<file path="src/rtl/axi_remap_pkg.sv">
// Shared definitions for the AXI address-remap controller: the rule-count
// limit and the per-channel FSM state encoding.
package axi_remap_pkg;

  // Largest rule table the controller can be built with.
  localparam int unsigned MaxRules = 16;

  // Per-channel hold FSM: IDLE passes the translated address straight
  // through, HOLD replays the address captured when the master stalled.
  typedef enum logic {
    ST_IDLE = 1'b0,
    ST_HOLD = 1'b1
  } remap_state_e;

endpackage

</file>
<file path="src/rtl/axi_addr_remap_ctrl_if.sv">
// Signal bundle for the address-remap controller: slave-side AW/AR address
// observation, master-side translated addresses, the configuration write
// port, and debug visibility of both channel FSMs.
//
// Handshake semantics (AW, AR and cfg alike): a transfer happens on a rising
// edge where valid and ready are both high. Once valid is raised it must stay
// high, with its payload stable, until that edge. Ready may depend on valid;
// valid must never depend on ready.
interface axi_addr_remap_ctrl_if
  import axi_remap_pkg::*;
#(
  parameter int unsigned NumRules     = 4,
  parameter int unsigned SlvAddrWidth = 32,
  parameter int unsigned MstAddrWidth = 32
);

  localparam int unsigned IdxWidth = (NumRules > 1) ? $clog2(NumRules) : 1;

  logic [SlvAddrWidth-1:0] slv_aw_addr_i;
  logic                    slv_aw_valid_i;
  logic                    mst_aw_ready_i;
  logic [MstAddrWidth-1:0] mst_aw_addr_o;
  logic                    aw_miss_o;

  logic [SlvAddrWidth-1:0] slv_ar_addr_i;
  logic                    slv_ar_valid_i;
  logic                    mst_ar_ready_i;
  logic [MstAddrWidth-1:0] mst_ar_addr_o;
  logic                    ar_miss_o;

  logic                    cfg_valid_i;
  logic                    cfg_ready_o;
  logic [IdxWidth-1:0]     cfg_idx_i;
  logic                    cfg_en_i;
  logic [SlvAddrWidth-1:0] cfg_base_i;
  logic [SlvAddrWidth-1:0] cfg_mask_i;
  logic [MstAddrWidth-1:0] cfg_target_i;
  logic                    cfg_stall_o;

  // Debug view of the channel FSMs.
  remap_state_e            aw_state;
  remap_state_e            ar_state;

  // Controller side.
  modport slave (
    input  slv_aw_addr_i, slv_aw_valid_i, mst_aw_ready_i,
    input  slv_ar_addr_i, slv_ar_valid_i, mst_ar_ready_i,
    input  cfg_valid_i, cfg_idx_i, cfg_en_i, cfg_base_i, cfg_mask_i, cfg_target_i,
    output mst_aw_addr_o, aw_miss_o, mst_ar_addr_o, ar_miss_o,
    output cfg_ready_o, cfg_stall_o, aw_state, ar_state
  );

  // Environment side (address stage, configuration agent).
  modport master (
    output slv_aw_addr_i, slv_aw_valid_i, mst_aw_ready_i,
    output slv_ar_addr_i, slv_ar_valid_i, mst_ar_ready_i,
    output cfg_valid_i, cfg_idx_i, cfg_en_i, cfg_base_i, cfg_mask_i, cfg_target_i,
    input  mst_aw_addr_o, aw_miss_o, mst_ar_addr_o, ar_miss_o,
    input  cfg_ready_o, cfg_stall_o, aw_state, ar_state
  );

endinterface

</file>
<file path="src/rtl/axi_remap_hold.sv">
// Per-channel hold stage: passes the translated address through while idle
// and freezes it (with its miss flag) from the first stalled valid until the
// master-side ready handshake.
module axi_remap_hold
  import axi_remap_pkg::*;
#(
  parameter int unsigned AddrWidth = 32
) (
  input  logic                 clk_i,
  input  logic                 rst_i,
  input  logic                 valid_i,
  input  logic                 ready_i,
  input  logic [AddrWidth-1:0] addr_i,
  input  logic                 miss_i,
  output logic [AddrWidth-1:0] addr_o,
  output logic                 miss_o,
  output remap_state_e         state_o
);

  remap_state_e         state_q, state_d;
  logic                 capture;
  logic [AddrWidth-1:0] hold_addr_q;
  logic                 hold_miss_q;

  // State register.
  always_ff @(posedge clk_i or posedge rst_i) begin
    if (rst_i) state_q <= ST_IDLE;
    else       state_q <= state_d;
  end

  // Next state: a stalled valid enters HOLD, ready releases it.
  always_comb begin
    state_d = state_q;
    capture = 1'b0;
    case (state_q)
      ST_IDLE: begin
        if (valid_i && !ready_i) begin
          capture = 1'b1;
          state_d = ST_HOLD;
        end
      end
      ST_HOLD: begin
        if (ready_i) state_d = ST_IDLE;
      end
      default: state_d = ST_IDLE;
    endcase
  end

  // Hold registers load only on the stalled-valid edge.
  always_ff @(posedge clk_i or posedge rst_i) begin
    if (rst_i) begin
      hold_addr_q <= '0;
      hold_miss_q <= 1'b0;
    end else if (capture) begin
      hold_addr_q <= addr_i;
      hold_miss_q <= miss_i;
    end
  end

  // Output mux selected by state only, so ready never reaches the address.
  always_comb begin
    addr_o = addr_i;
    miss_o = miss_i;
    if (state_q == ST_HOLD) begin
      addr_o = hold_addr_q;
      miss_o = hold_miss_q;
    end
  end

  assign state_o = state_q;

`ifndef SYNTHESIS
  hold_valid_kept: assert property (@(posedge clk_i) disable iff (rst_i)
    (state_q == ST_HOLD) |-> valid_i)
    else $error("axi_remap_hold: valid dropped before ready while holding an address");
`endif

endmodule

</file>
<file path="src/rtl/axi_addr_remap_ctrl.sv">
// Address-remap controller: a runtime-writable rule table translates the
// slave-port AW/AR addresses; each channel holds its result stable until the
// master handshake. Table writes are only admitted while nothing is pending.
module axi_addr_remap_ctrl
  import axi_remap_pkg::*;
#(
  parameter int unsigned NumRules     = 4,
  parameter int unsigned SlvAddrWidth = 32,
  parameter int unsigned MstAddrWidth = 32
) (
  input  logic                  clk_i,
  input  logic                  rst_i,
  axi_addr_remap_ctrl_if.slave  bus
);

  if (NumRules == 0 || NumRules > MaxRules) begin : g_bad_num_rules
    $error("axi_addr_remap_ctrl: NumRules must be within 1..16");
  end

  typedef struct packed {
    logic                    en;
    logic [SlvAddrWidth-1:0] base;
    logic [SlvAddrWidth-1:0] mask;
    logic [MstAddrWidth-1:0] target;
  } rule_t;

  typedef struct packed {
    logic                    miss;
    logic [MstAddrWidth-1:0] addr;
  } xlat_t;

  rule_t        rules_q [NumRules];
  xlat_t        aw_xlat, ar_xlat;
  remap_state_e aw_state, ar_state;
  logic         cfg_ready;
  logic         cfg_fire;

  // Lowest-index enabled rule whose unmasked bits equal its base wins;
  // masked bits pass through from the slave address, the rest come from target.
  function automatic xlat_t translate(input logic [SlvAddrWidth-1:0] addr);
    xlat_t                   res;
    logic [MstAddrWidth-1:0] mask_m;
    res.miss = 1'b1;
    res.addr = MstAddrWidth'(addr);
    mask_m   = '0;
    for (int i = int'(NumRules) - 1; i >= 0; i--) begin
      if (rules_q[i].en && (((addr ^ rules_q[i].base) & ~rules_q[i].mask) == '0)) begin
        mask_m   = MstAddrWidth'(rules_q[i].mask);
        res.miss = 1'b0;
        res.addr = (rules_q[i].target & ~mask_m) | (MstAddrWidth'(addr) & mask_m);
      end
    end
    return res;
  endfunction

  // One matcher evaluation per channel.
  always_comb begin
    aw_xlat = translate(bus.slv_aw_addr_i);
    ar_xlat = translate(bus.slv_ar_addr_i);
  end

  // The table may change only while no translated address is visible.
  assign cfg_ready = (aw_state == ST_IDLE) && (ar_state == ST_IDLE) &&
                     !bus.slv_aw_valid_i && !bus.slv_ar_valid_i;
  assign cfg_fire  = bus.cfg_valid_i && cfg_ready;

  // Rule table: whole-rule overwrite; out-of-range indices are dropped.
  always_ff @(posedge clk_i or posedge rst_i) begin
    if (rst_i) begin
      for (int i = 0; i < int'(NumRules); i++) rules_q[i] <= '0;
    end else if (cfg_fire && (32'(bus.cfg_idx_i) < NumRules)) begin
      rules_q[bus.cfg_idx_i] <= rule_t'{
        en:     bus.cfg_en_i,
        base:   bus.cfg_base_i,
        mask:   bus.cfg_mask_i,
        target: bus.cfg_target_i
      };
    end
  end

  axi_remap_hold #(.AddrWidth(MstAddrWidth)) u_aw_hold (
    .clk_i   (clk_i),
    .rst_i   (rst_i),
    .valid_i (bus.slv_aw_valid_i),
    .ready_i (bus.mst_aw_ready_i),
    .addr_i  (aw_xlat.addr),
    .miss_i  (aw_xlat.miss),
    .addr_o  (bus.mst_aw_addr_o),
    .miss_o  (bus.aw_miss_o),
    .state_o (aw_state)
  );

  axi_remap_hold #(.AddrWidth(MstAddrWidth)) u_ar_hold (
    .clk_i   (clk_i),
    .rst_i   (rst_i),
    .valid_i (bus.slv_ar_valid_i),
    .ready_i (bus.mst_ar_ready_i),
    .addr_i  (ar_xlat.addr),
    .miss_i  (ar_xlat.miss),
    .addr_o  (bus.mst_ar_addr_o),
    .miss_o  (bus.ar_miss_o),
    .state_o (ar_state)
  );

  assign bus.cfg_ready_o = cfg_ready;
  assign bus.cfg_stall_o = bus.cfg_valid_i && !cfg_ready;
  assign bus.aw_state    = aw_state;
  assign bus.ar_state    = ar_state;

endmodule

</file>
<file path="src/flat_wrapper.sv">
// flat-port wrapper written by rule: the top's interface ports become plain ports
module axi_addr_remap_ctrl_flat import axi_remap_pkg::*;
#(
  parameter int unsigned NumRules     = 4,
  parameter int unsigned SlvAddrWidth = 32,
  parameter int unsigned MstAddrWidth = 32
)
  (clk_i, rst_i, bus_slv_aw_addr_i, bus_slv_aw_valid_i, bus_mst_aw_ready_i, bus_slv_ar_addr_i, bus_slv_ar_valid_i, bus_mst_ar_ready_i, bus_cfg_valid_i, bus_cfg_idx_i, bus_cfg_en_i, bus_cfg_base_i, bus_cfg_mask_i, bus_cfg_target_i, bus_mst_aw_addr_o, bus_aw_miss_o, bus_mst_ar_addr_o, bus_ar_miss_o, bus_cfg_ready_o, bus_cfg_stall_o, bus_aw_state, bus_ar_state);
  axi_addr_remap_ctrl_if #(.NumRules(NumRules), .SlvAddrWidth(SlvAddrWidth), .MstAddrWidth(MstAddrWidth)) bus_i ();
  input  logic clk_i;
  input  logic rst_i;
  input wire logic [$bits(bus_i.slv_aw_addr_i)-1:0] bus_slv_aw_addr_i;
  input wire logic [$bits(bus_i.slv_aw_valid_i)-1:0] bus_slv_aw_valid_i;
  input wire logic [$bits(bus_i.mst_aw_ready_i)-1:0] bus_mst_aw_ready_i;
  input wire logic [$bits(bus_i.slv_ar_addr_i)-1:0] bus_slv_ar_addr_i;
  input wire logic [$bits(bus_i.slv_ar_valid_i)-1:0] bus_slv_ar_valid_i;
  input wire logic [$bits(bus_i.mst_ar_ready_i)-1:0] bus_mst_ar_ready_i;
  input wire logic [$bits(bus_i.cfg_valid_i)-1:0] bus_cfg_valid_i;
  input wire logic [$bits(bus_i.cfg_idx_i)-1:0] bus_cfg_idx_i;
  input wire logic [$bits(bus_i.cfg_en_i)-1:0] bus_cfg_en_i;
  input wire logic [$bits(bus_i.cfg_base_i)-1:0] bus_cfg_base_i;
  input wire logic [$bits(bus_i.cfg_mask_i)-1:0] bus_cfg_mask_i;
  input wire logic [$bits(bus_i.cfg_target_i)-1:0] bus_cfg_target_i;
  output wire logic [$bits(bus_i.mst_aw_addr_o)-1:0] bus_mst_aw_addr_o;
  output wire logic [$bits(bus_i.aw_miss_o)-1:0] bus_aw_miss_o;
  output wire logic [$bits(bus_i.mst_ar_addr_o)-1:0] bus_mst_ar_addr_o;
  output wire logic [$bits(bus_i.ar_miss_o)-1:0] bus_ar_miss_o;
  output wire logic [$bits(bus_i.cfg_ready_o)-1:0] bus_cfg_ready_o;
  output wire logic [$bits(bus_i.cfg_stall_o)-1:0] bus_cfg_stall_o;
  output wire logic [$bits(bus_i.aw_state)-1:0] bus_aw_state;
  output wire logic [$bits(bus_i.ar_state)-1:0] bus_ar_state;
  assign bus_i.slv_aw_addr_i = bus_slv_aw_addr_i;
  assign bus_i.slv_aw_valid_i = bus_slv_aw_valid_i;
  assign bus_i.mst_aw_ready_i = bus_mst_aw_ready_i;
  assign bus_i.slv_ar_addr_i = bus_slv_ar_addr_i;
  assign bus_i.slv_ar_valid_i = bus_slv_ar_valid_i;
  assign bus_i.mst_ar_ready_i = bus_mst_ar_ready_i;
  assign bus_i.cfg_valid_i = bus_cfg_valid_i;
  assign bus_i.cfg_idx_i = bus_cfg_idx_i;
  assign bus_i.cfg_en_i = bus_cfg_en_i;
  assign bus_i.cfg_base_i = bus_cfg_base_i;
  assign bus_i.cfg_mask_i = bus_cfg_mask_i;
  assign bus_i.cfg_target_i = bus_cfg_target_i;
  assign bus_mst_aw_addr_o = bus_i.mst_aw_addr_o;
  assign bus_aw_miss_o = bus_i.aw_miss_o;
  assign bus_mst_ar_addr_o = bus_i.mst_ar_addr_o;
  assign bus_ar_miss_o = bus_i.ar_miss_o;
  assign bus_cfg_ready_o = bus_i.cfg_ready_o;
  assign bus_cfg_stall_o = bus_i.cfg_stall_o;
  assign bus_aw_state = bus_i.aw_state;
  assign bus_ar_state = bus_i.ar_state;
  axi_addr_remap_ctrl #(.NumRules(NumRules), .SlvAddrWidth(SlvAddrWidth), .MstAddrWidth(MstAddrWidth)) u_core (.clk_i(clk_i), .rst_i(rst_i), .bus(bus_i));
endmodule
</file>
<file path="config.mk">
export PLATFORM = sky130hd
export DESIGN_NAME = axi_addr_remap_ctrl_flat
export DESIGN_NICKNAME = d
export VERILOG_FILES = /design/src/rtl/axi_remap_pkg.sv /design/src/rtl/axi_addr_remap_ctrl_if.sv /design/src/rtl/axi_remap_hold.sv /design/src/rtl/axi_addr_remap_ctrl.sv /design/src/flat_wrapper.sv
export SDC_FILE = /design/constraint.sdc
export NUM_CORES = 2
export LEC_CHECK = 0
export ABC_AREA = 1
export CORE_ASPECT_RATIO = 2
export CORE_MARGIN = 3
export CORE_UTILIZATION = 51
export CTS_CLUSTER_DIAMETER = 200
export CTS_CLUSTER_SIZE = 28
export DETAILED_ROUTE_END_ITERATION = 10
export HOLD_SLACK_MARGIN = 0.06
export PLACE_DENSITY_LB_ADDON = 0.1
export SLEW_MARGIN = 20
export SYNTH_ARGS = -nofsm -noshare
export SYNTH_HDL_FRONTEND = slang
export SYNTH_SLANG_ARGS = --single-unit
</file>
<file path="constraint.sdc">
create_clock -name clk_i -period 20.5 [get_ports clk_i]
set_clock_uncertainty 0.15 [all_clocks]
set_input_delay 2.05 -clock clk_i [delete_from_list [all_inputs] [get_ports clk_i]]
set_output_delay 2.05 -clock clk_i [all_outputs]
set_load 0.005 [all_outputs]
</file>
# ---- After elaboration in Yosys (flattened, before gate mapping)
# Index checks and enable logic that the tools add are counted.
# Widths: inputs -> output; s select.
dict set report totals {
  rom_bits 0
  memories 0
  register_bits 456
  mem_bits_rw 0
  elab_cells 119
  latch_bits 0
}
dict set report op_classes {
  n_mux 23
  reduce_logical 29
  add_sub_neg 0
  n_bitwise 43
  multipliers 0
  n_eq_ne 0
  n_div 0
  n_shift 0
  order_cmp 2
}
# op count
set ops {}
lappend ops {{$and 32x32->32} 20}
lappend ops {{$bwmux 388} 1}
lappend ops {{$mux 33} 8}
lappend ops {{$logic_not 32->1} 8}
lappend ops {{$or 32x32->32} 8}
lappend ops {{$xor 32x32->32} 8}
lappend ops {{$demux 97 s2} 1}
lappend ops {{$not 32->32} 4}
lappend ops {{$mux 97} 1}
lappend ops {{$mux 32} 2}
lappend ops {{$logic_and 1x1->1} 16}
lappend ops {{$mux 1} 8}
lappend ops {{$logic_not 1->1} 5}
lappend ops {{$pmux 1 s2} 2}
lappend ops {{$ge 3x3->1 const B} 1}
lappend ops {{$lt 3x1->1 const B} 1}
lappend ops {{$not 2->3} 1}
lappend ops {{$not 1->1} 2}

# ---- Longest topological paths before layout
dict set report depth {
  depth_word 9
  ltp_mapped 18
  ltp_nobuf 16
}

# ---- Modules after synthesis
# From an unflattened synthesis, not the netlist that was laid out.
dict set report hier_totals {
  hier_cells 4448
  hier_area_um2 28422.3
}
# module area_each_um2 cells_each n_inst
set by_module_without_submodules {}
lappend by_module_without_submodules {axi_addr_remap_ctrl 24828.8 3940 1}
lappend by_module_without_submodules {axi_remap_hold 1796.7 254 2}

# ---- Worst setup path after synthesis
# OpenSTA, ideal clock, no wires.
dict set report synth_path {
  path_type {input port to output port}
  from {input bus_slv_ar_addr_i[31]}
  to {output bus_mst_ar_addr_o[21]}
  arrival_time_ns 3.401
  setup_slack_ns 14.899
  cell_stages 17
  required_ns 18.300
  path_buffers 2
  path_cell_list {buf_4 inv_2 nand2_1 nand3_1 nand2_1 nor2_1 nand2_1 nor2_4 nand3_4 buf_4 nand2_1 nand3_1 nand2_1 nand2_1 nand2_1 nand2_1 nand2_1}
}
dict set report synth_between {
  elab_chain_cells 9
  word_cells_on_any_way 21
}
# element line
set synth_lines {}
lappend synth_lines {{start, declared} flat_wrapper.sv:15} ;# input wire logic [$bits(bus_i.slv_ar_addr_i)-1:0] bus_slv_ar_addr_i;
lappend synth_lines {{$xor 32x32->32} axi_addr_remap_ctrl.sv:47} ;# if (rules_q[i].en && (((addr ^ rules_q[i].base) & ~rules_q[i].mask) == '0)) begin
lappend synth_lines {{$and 32x32->32} axi_addr_remap_ctrl.sv:47}
lappend synth_lines {{$logic_not 32->1} axi_addr_remap_ctrl.sv:47}
lappend synth_lines {{$logic_and 1x1->1} axi_addr_remap_ctrl.sv:47}
lappend synth_lines {{$mux 33 (3 in a row)} axi_addr_remap_ctrl.sv:47}
lappend synth_lines {{$mux 33 *} axi_addr_remap_ctrl.sv:47}
lappend synth_lines {{$mux 32 *} axi_remap_hold.sv:64} ;# if (state_q == ST_HOLD) begin
lappend synth_lines {{end, declared} flat_wrapper.sv:26} ;# output wire logic [$bits(bus_i.mst_ar_addr_o)-1:0] bus_mst_ar_addr_o;
# Mark *: on every way between the ends. The rest lies on a longest branch, timed or not.

# ---- Worst setup path in the final report
dict set report layout_path {
  from {input bus_slv_aw_addr_i[9]}
  to {output bus_mst_aw_addr_o[9]}
}
dict set report layout_between {
  elab_chain_cells 9
  word_cells_on_any_way 29
}
# element line
set layout_lines {}
lappend layout_lines {{start, declared} flat_wrapper.sv:12} ;# input wire logic [$bits(bus_i.slv_aw_addr_i)-1:0] bus_slv_aw_addr_i;
lappend layout_lines {{$xor 32x32->32} axi_addr_remap_ctrl.sv:47}
lappend layout_lines {{$and 32x32->32} axi_addr_remap_ctrl.sv:47}
lappend layout_lines {{$logic_not 32->1} axi_addr_remap_ctrl.sv:47}
lappend layout_lines {{$logic_and 1x1->1} axi_addr_remap_ctrl.sv:47}
lappend layout_lines {{$mux 33 (3 in a row)} axi_addr_remap_ctrl.sv:47}
lappend layout_lines {{$mux 33 *} axi_addr_remap_ctrl.sv:47}
lappend layout_lines {{$mux 32 *} axi_remap_hold.sv:64}
lappend layout_lines {{end, declared} flat_wrapper.sv:24} ;# output wire logic [$bits(bus_i.mst_aw_addr_o)-1:0] bus_mst_aw_addr_o;
# Marks and branches as above.

==> reports/results.tsv <==
stage	metric	value	unit
worst_setup_path	CP Class	input port to output pin	
yosys	area share of fa/ha/maj cells after synthesis	0	%
timing	setup_tns	0	ns
layout	most common cell after layout, fill and taps aside	nand2_1	
timing	Slew @ Worst Pin	1.27	ns
clocking	clock sinks	456	
yosys	post-synthesis instance total	4483	
layout	Filler Cells Inserted	5639	
floorplanning	die width	173	µm
placement	IO Port Bufs	239	
layout	post-route cell area	31800	µm²
worst_setup_path	Cell Chain, Critical Path	clkdlybuf4s50_1 -> o21ai_0 -> nand4_1 -> nor3_2 -> nand3_2 -> inv_2 -> nand2_1 -> nand2_1 -> nand2_1 -> nand2_1 -> clkdlybuf4s50_1	
yosys	Post-Synthesis Cell Area	28400	µm²
worst_setup_path	Req. time, crit path	18.30	ns
clocking	# hold bufs at CTS	0	
layout	nets@finish	4773	
yosys	Mean Syn Cell Area	6.33	µm²
yosys	Cell variety after synth	26	
timing	final hold vios	0	
placement	cell count after placement	5318	
yosys	largest family of logic cells by synthesized area	simple AND/OR/NAND/NOR gates	
clocking	CTS Root Cell	clkbuf_16	
yosys	Synth Area in XOR/XNOR	0	%
clocking	TritonCTS clock tree	yes	
placement	Final GP Congestion	1.09	
yosys	register area share after synthesis	40.2	%
worst_setup_path	endpoint class of the critical path	output pin	
power_and_ir_drop	Max rail drop VDD	0.0830	mV
floorplanning	Top Ports	240	
grt	largest net degree at the start of global routing	106	
yosys	Synth Register Bits	456	
drt	vias post-DR	31100	
worst_setup_path	startpoint types	input port	
timing	post-route minimum period	8.92	ns
grt	vias in the first global route	29700	
grt	GRT Util Overall	42.7	%
worst_hold_path	HP Class	flip-flop to flip-flop	
clocking	Max clock buf depth	3	
yosys	Synth area leader	dfrtp_1	
yosys	compound-cell area share of the yosys netlist	12.9	%
worst_setup_path	CP dominant cell by count	nand2_1	
drt	DRC errors left	0	
timing	fin. max-slew vios	0	
drt	final WL	128000	µm
grt	initial antenna violation count	1	
timing	final cycle utilization of the critical path	43.5	%
placement	DP HPWL	92700	µm
floorplanning	total core area	54800	µm²
worst_setup_path	Largest stage delay, worst path	1.04	ns
clocking	post-cts resize count	0	
clocking	cts bufs inserted	20	
grt	first-pass GRT wire length	187000	µm
drt	Routed Antenna Nets	0	
timing	relative slew slack	14.1	%
layout	share of cells above drive strength 1	3.43	%
timing	RSZ-0062 raised after global routing	no	
outcome	status	complete, no violations	
flow_run	max-cap violations	0	
drt	post-DR wirelength/cell	24.0	µm
drt	vias per cell	5.82	
layout	Layout area overhead	11.9	%
worst_setup_path	flop2flop setup slack	16.35	ns
drt	drt pass-1 iters	7	
clocking	htree depth	1	
yosys	top cell type's share of synthesized area	40.2	%
drt	DRT iter0 DRCs	3612	
yosys	Mapped Nets	4653	
clocking	clk_lat worst skew	0.62	ns
grt	total gr overflow	0	
yosys	Synthesis Warnings	0	
power_and_ir_drop	leakage	16.0	nW
worst_setup_path	slowest CP cell	inv_2	
power_and_ir_drop	P per Cell Area	84.4	nW/µm²
placement	DP Area	31200	µm²
yosys	post-synthesis mux area share	0	%
floorplanning	Die Footprint	58700	µm²
timing	Peak Freq	0.112	GHz
floorplanning	Die Y	340	µm
clocking	clk slew on worst S/H paths	0.11	ns
power_and_ir_drop	Tot Pwr	0.00268	W
worst_setup_path	WP data arrival	6.72	ns
floorplanning	Starting Density	51.8	%
floorplanning	row count	121	
layout	commonest cells after routing, fill and taps aside	nand2_1 (1893), o21ai_0 (534), dfrtp_1 (456)	
clocking	postcts setup bufs	0	
timing	# setup viols final	0	
yosys	Simple-Gate Fraction of Synth Area	37.2	%
yosys	top cells by area, synth	dfrtp_1 (40%), nand2_1 (25%), o21ai_0 (9.5%)	
worst_setup_path	CP max FO	32	
layout	Layout Cells excl Fill	5342	
-- report_power, final --
| part | internal (W) | switching [W] |
|---|---|---|
| sequential | 0.00107 | 0.000163 |
| combinational | 0.000293 | 0.000648 |
| clock | 0.000188 | 0.000315 |
| total | 0.00155 | 0.00113 |
-- cells in the mapped netlist --
library cell  count
clkbuf_1         85
nand4_1          98
o21ai_0         536
buf_4             6
inv_2            66
nor3_1            8
nand2_1        1895
dfrtp_1         456
nand2_4           1
buf_1             6
nor3_2            4
inv_1           438
o21ai_1          26
a21oi_1         168
nor2_2            5
buf_6            10
nand3_1         301
nor2_4            3
nand3_4           1
nand2_2           1
buf_2            69
clkinv_2          2
nand3_2           4
nor2_1          290
clkinv_1          2
nand3b_1          2
-- kinds of logic after synthesis --
group | Yosys count
simple gates | 2613
compound gates | 730
buf+inv | 684
flops | 456
-- routing by layer --
layer	track usage, %	share of wire (%)	up-vias
li1	-	-	14300
met1	44.8	32	14300
met2	70.1	46	1828
met3	8.26	9.2	632
met4	42.3	13	0
met5	0	0	-
-- cell type report --
cell class | instances | area (µm²) | share of cell area, %
multi-input cells | 3343 | 14300 | 45.0
repair buffers | 274 | 2660 | 8.37
inverters | 508 | 1920 | 6.04
clock buffers | 21 | 526 | 1.65
diodes | 1 | 2.50 | 0.00788
flip-flops and latches | 456 | 11400 | 35.9
clock inverters | 1 | 20.0 | 0.0630
well taps | 738 | 923 | 2.91
-- registers in the layout, summed over array words and instances, names as in the netlist --
signal / cells
u_core.u_ar_hold.hold_miss_q: 1
u_core.u_aw_hold.hold_miss_q: 1
u_core.u_aw_hold.state_o: 1
u_core.u_ar_hold.state_o: 1
u_core.rules_q: 388
u_core.u_ar_hold.hold_addr_q: 32
u_core.u_aw_hold.hold_addr_q: 32
-- worst max-delay path: cells and delay by family --
| family | cells | cell delay [ns] |
|---|---|---|
| simple gates | 7 | 1.69 |
| buf+inv | 3 | 2.12 |
| compound gates | 1 | 0.85 |
-- path summary, 6_finish.rpt --
kind / from / end / cells after the start
worst min register to register: u_core.u_aw_hold.hold_addr_q[30] / u_core.u_aw_hold.hold_addr_q[30] / 2
worst max register to register: u_core.rules_q[364] / u_core.u_aw_hold.hold_addr_q[10] / 9
worst min-delay path: u_core.u_aw_hold.hold_addr_q[30] / u_core.u_aw_hold.hold_addr_q[30] / 2
min in group asynchronous: rst_i / u_core.rules_q[41] / 2
max in group asynchronous: rst_i / u_core.rules_q[316] / 5
worst max-delay path: bus_slv_aw_addr_i[9] / bus_mst_aw_addr_o[9] / 11
-- through the flow --
stage / util [%] / worst slack (ns) / hold slack (ns)
after floorplan: - / 5.59 / 0.299
after global placement: 56.9 / 11.93 / 0.312
after detailed placement: 56.9 / 11.87 / 0.315
after CTS: 57.9 / 11.86 / 0.343
after global routing: 57.9 / 11.48 / 0.356
final: 58.0 / 11.58 / 0.339
(Power assumes the default switching activity.)
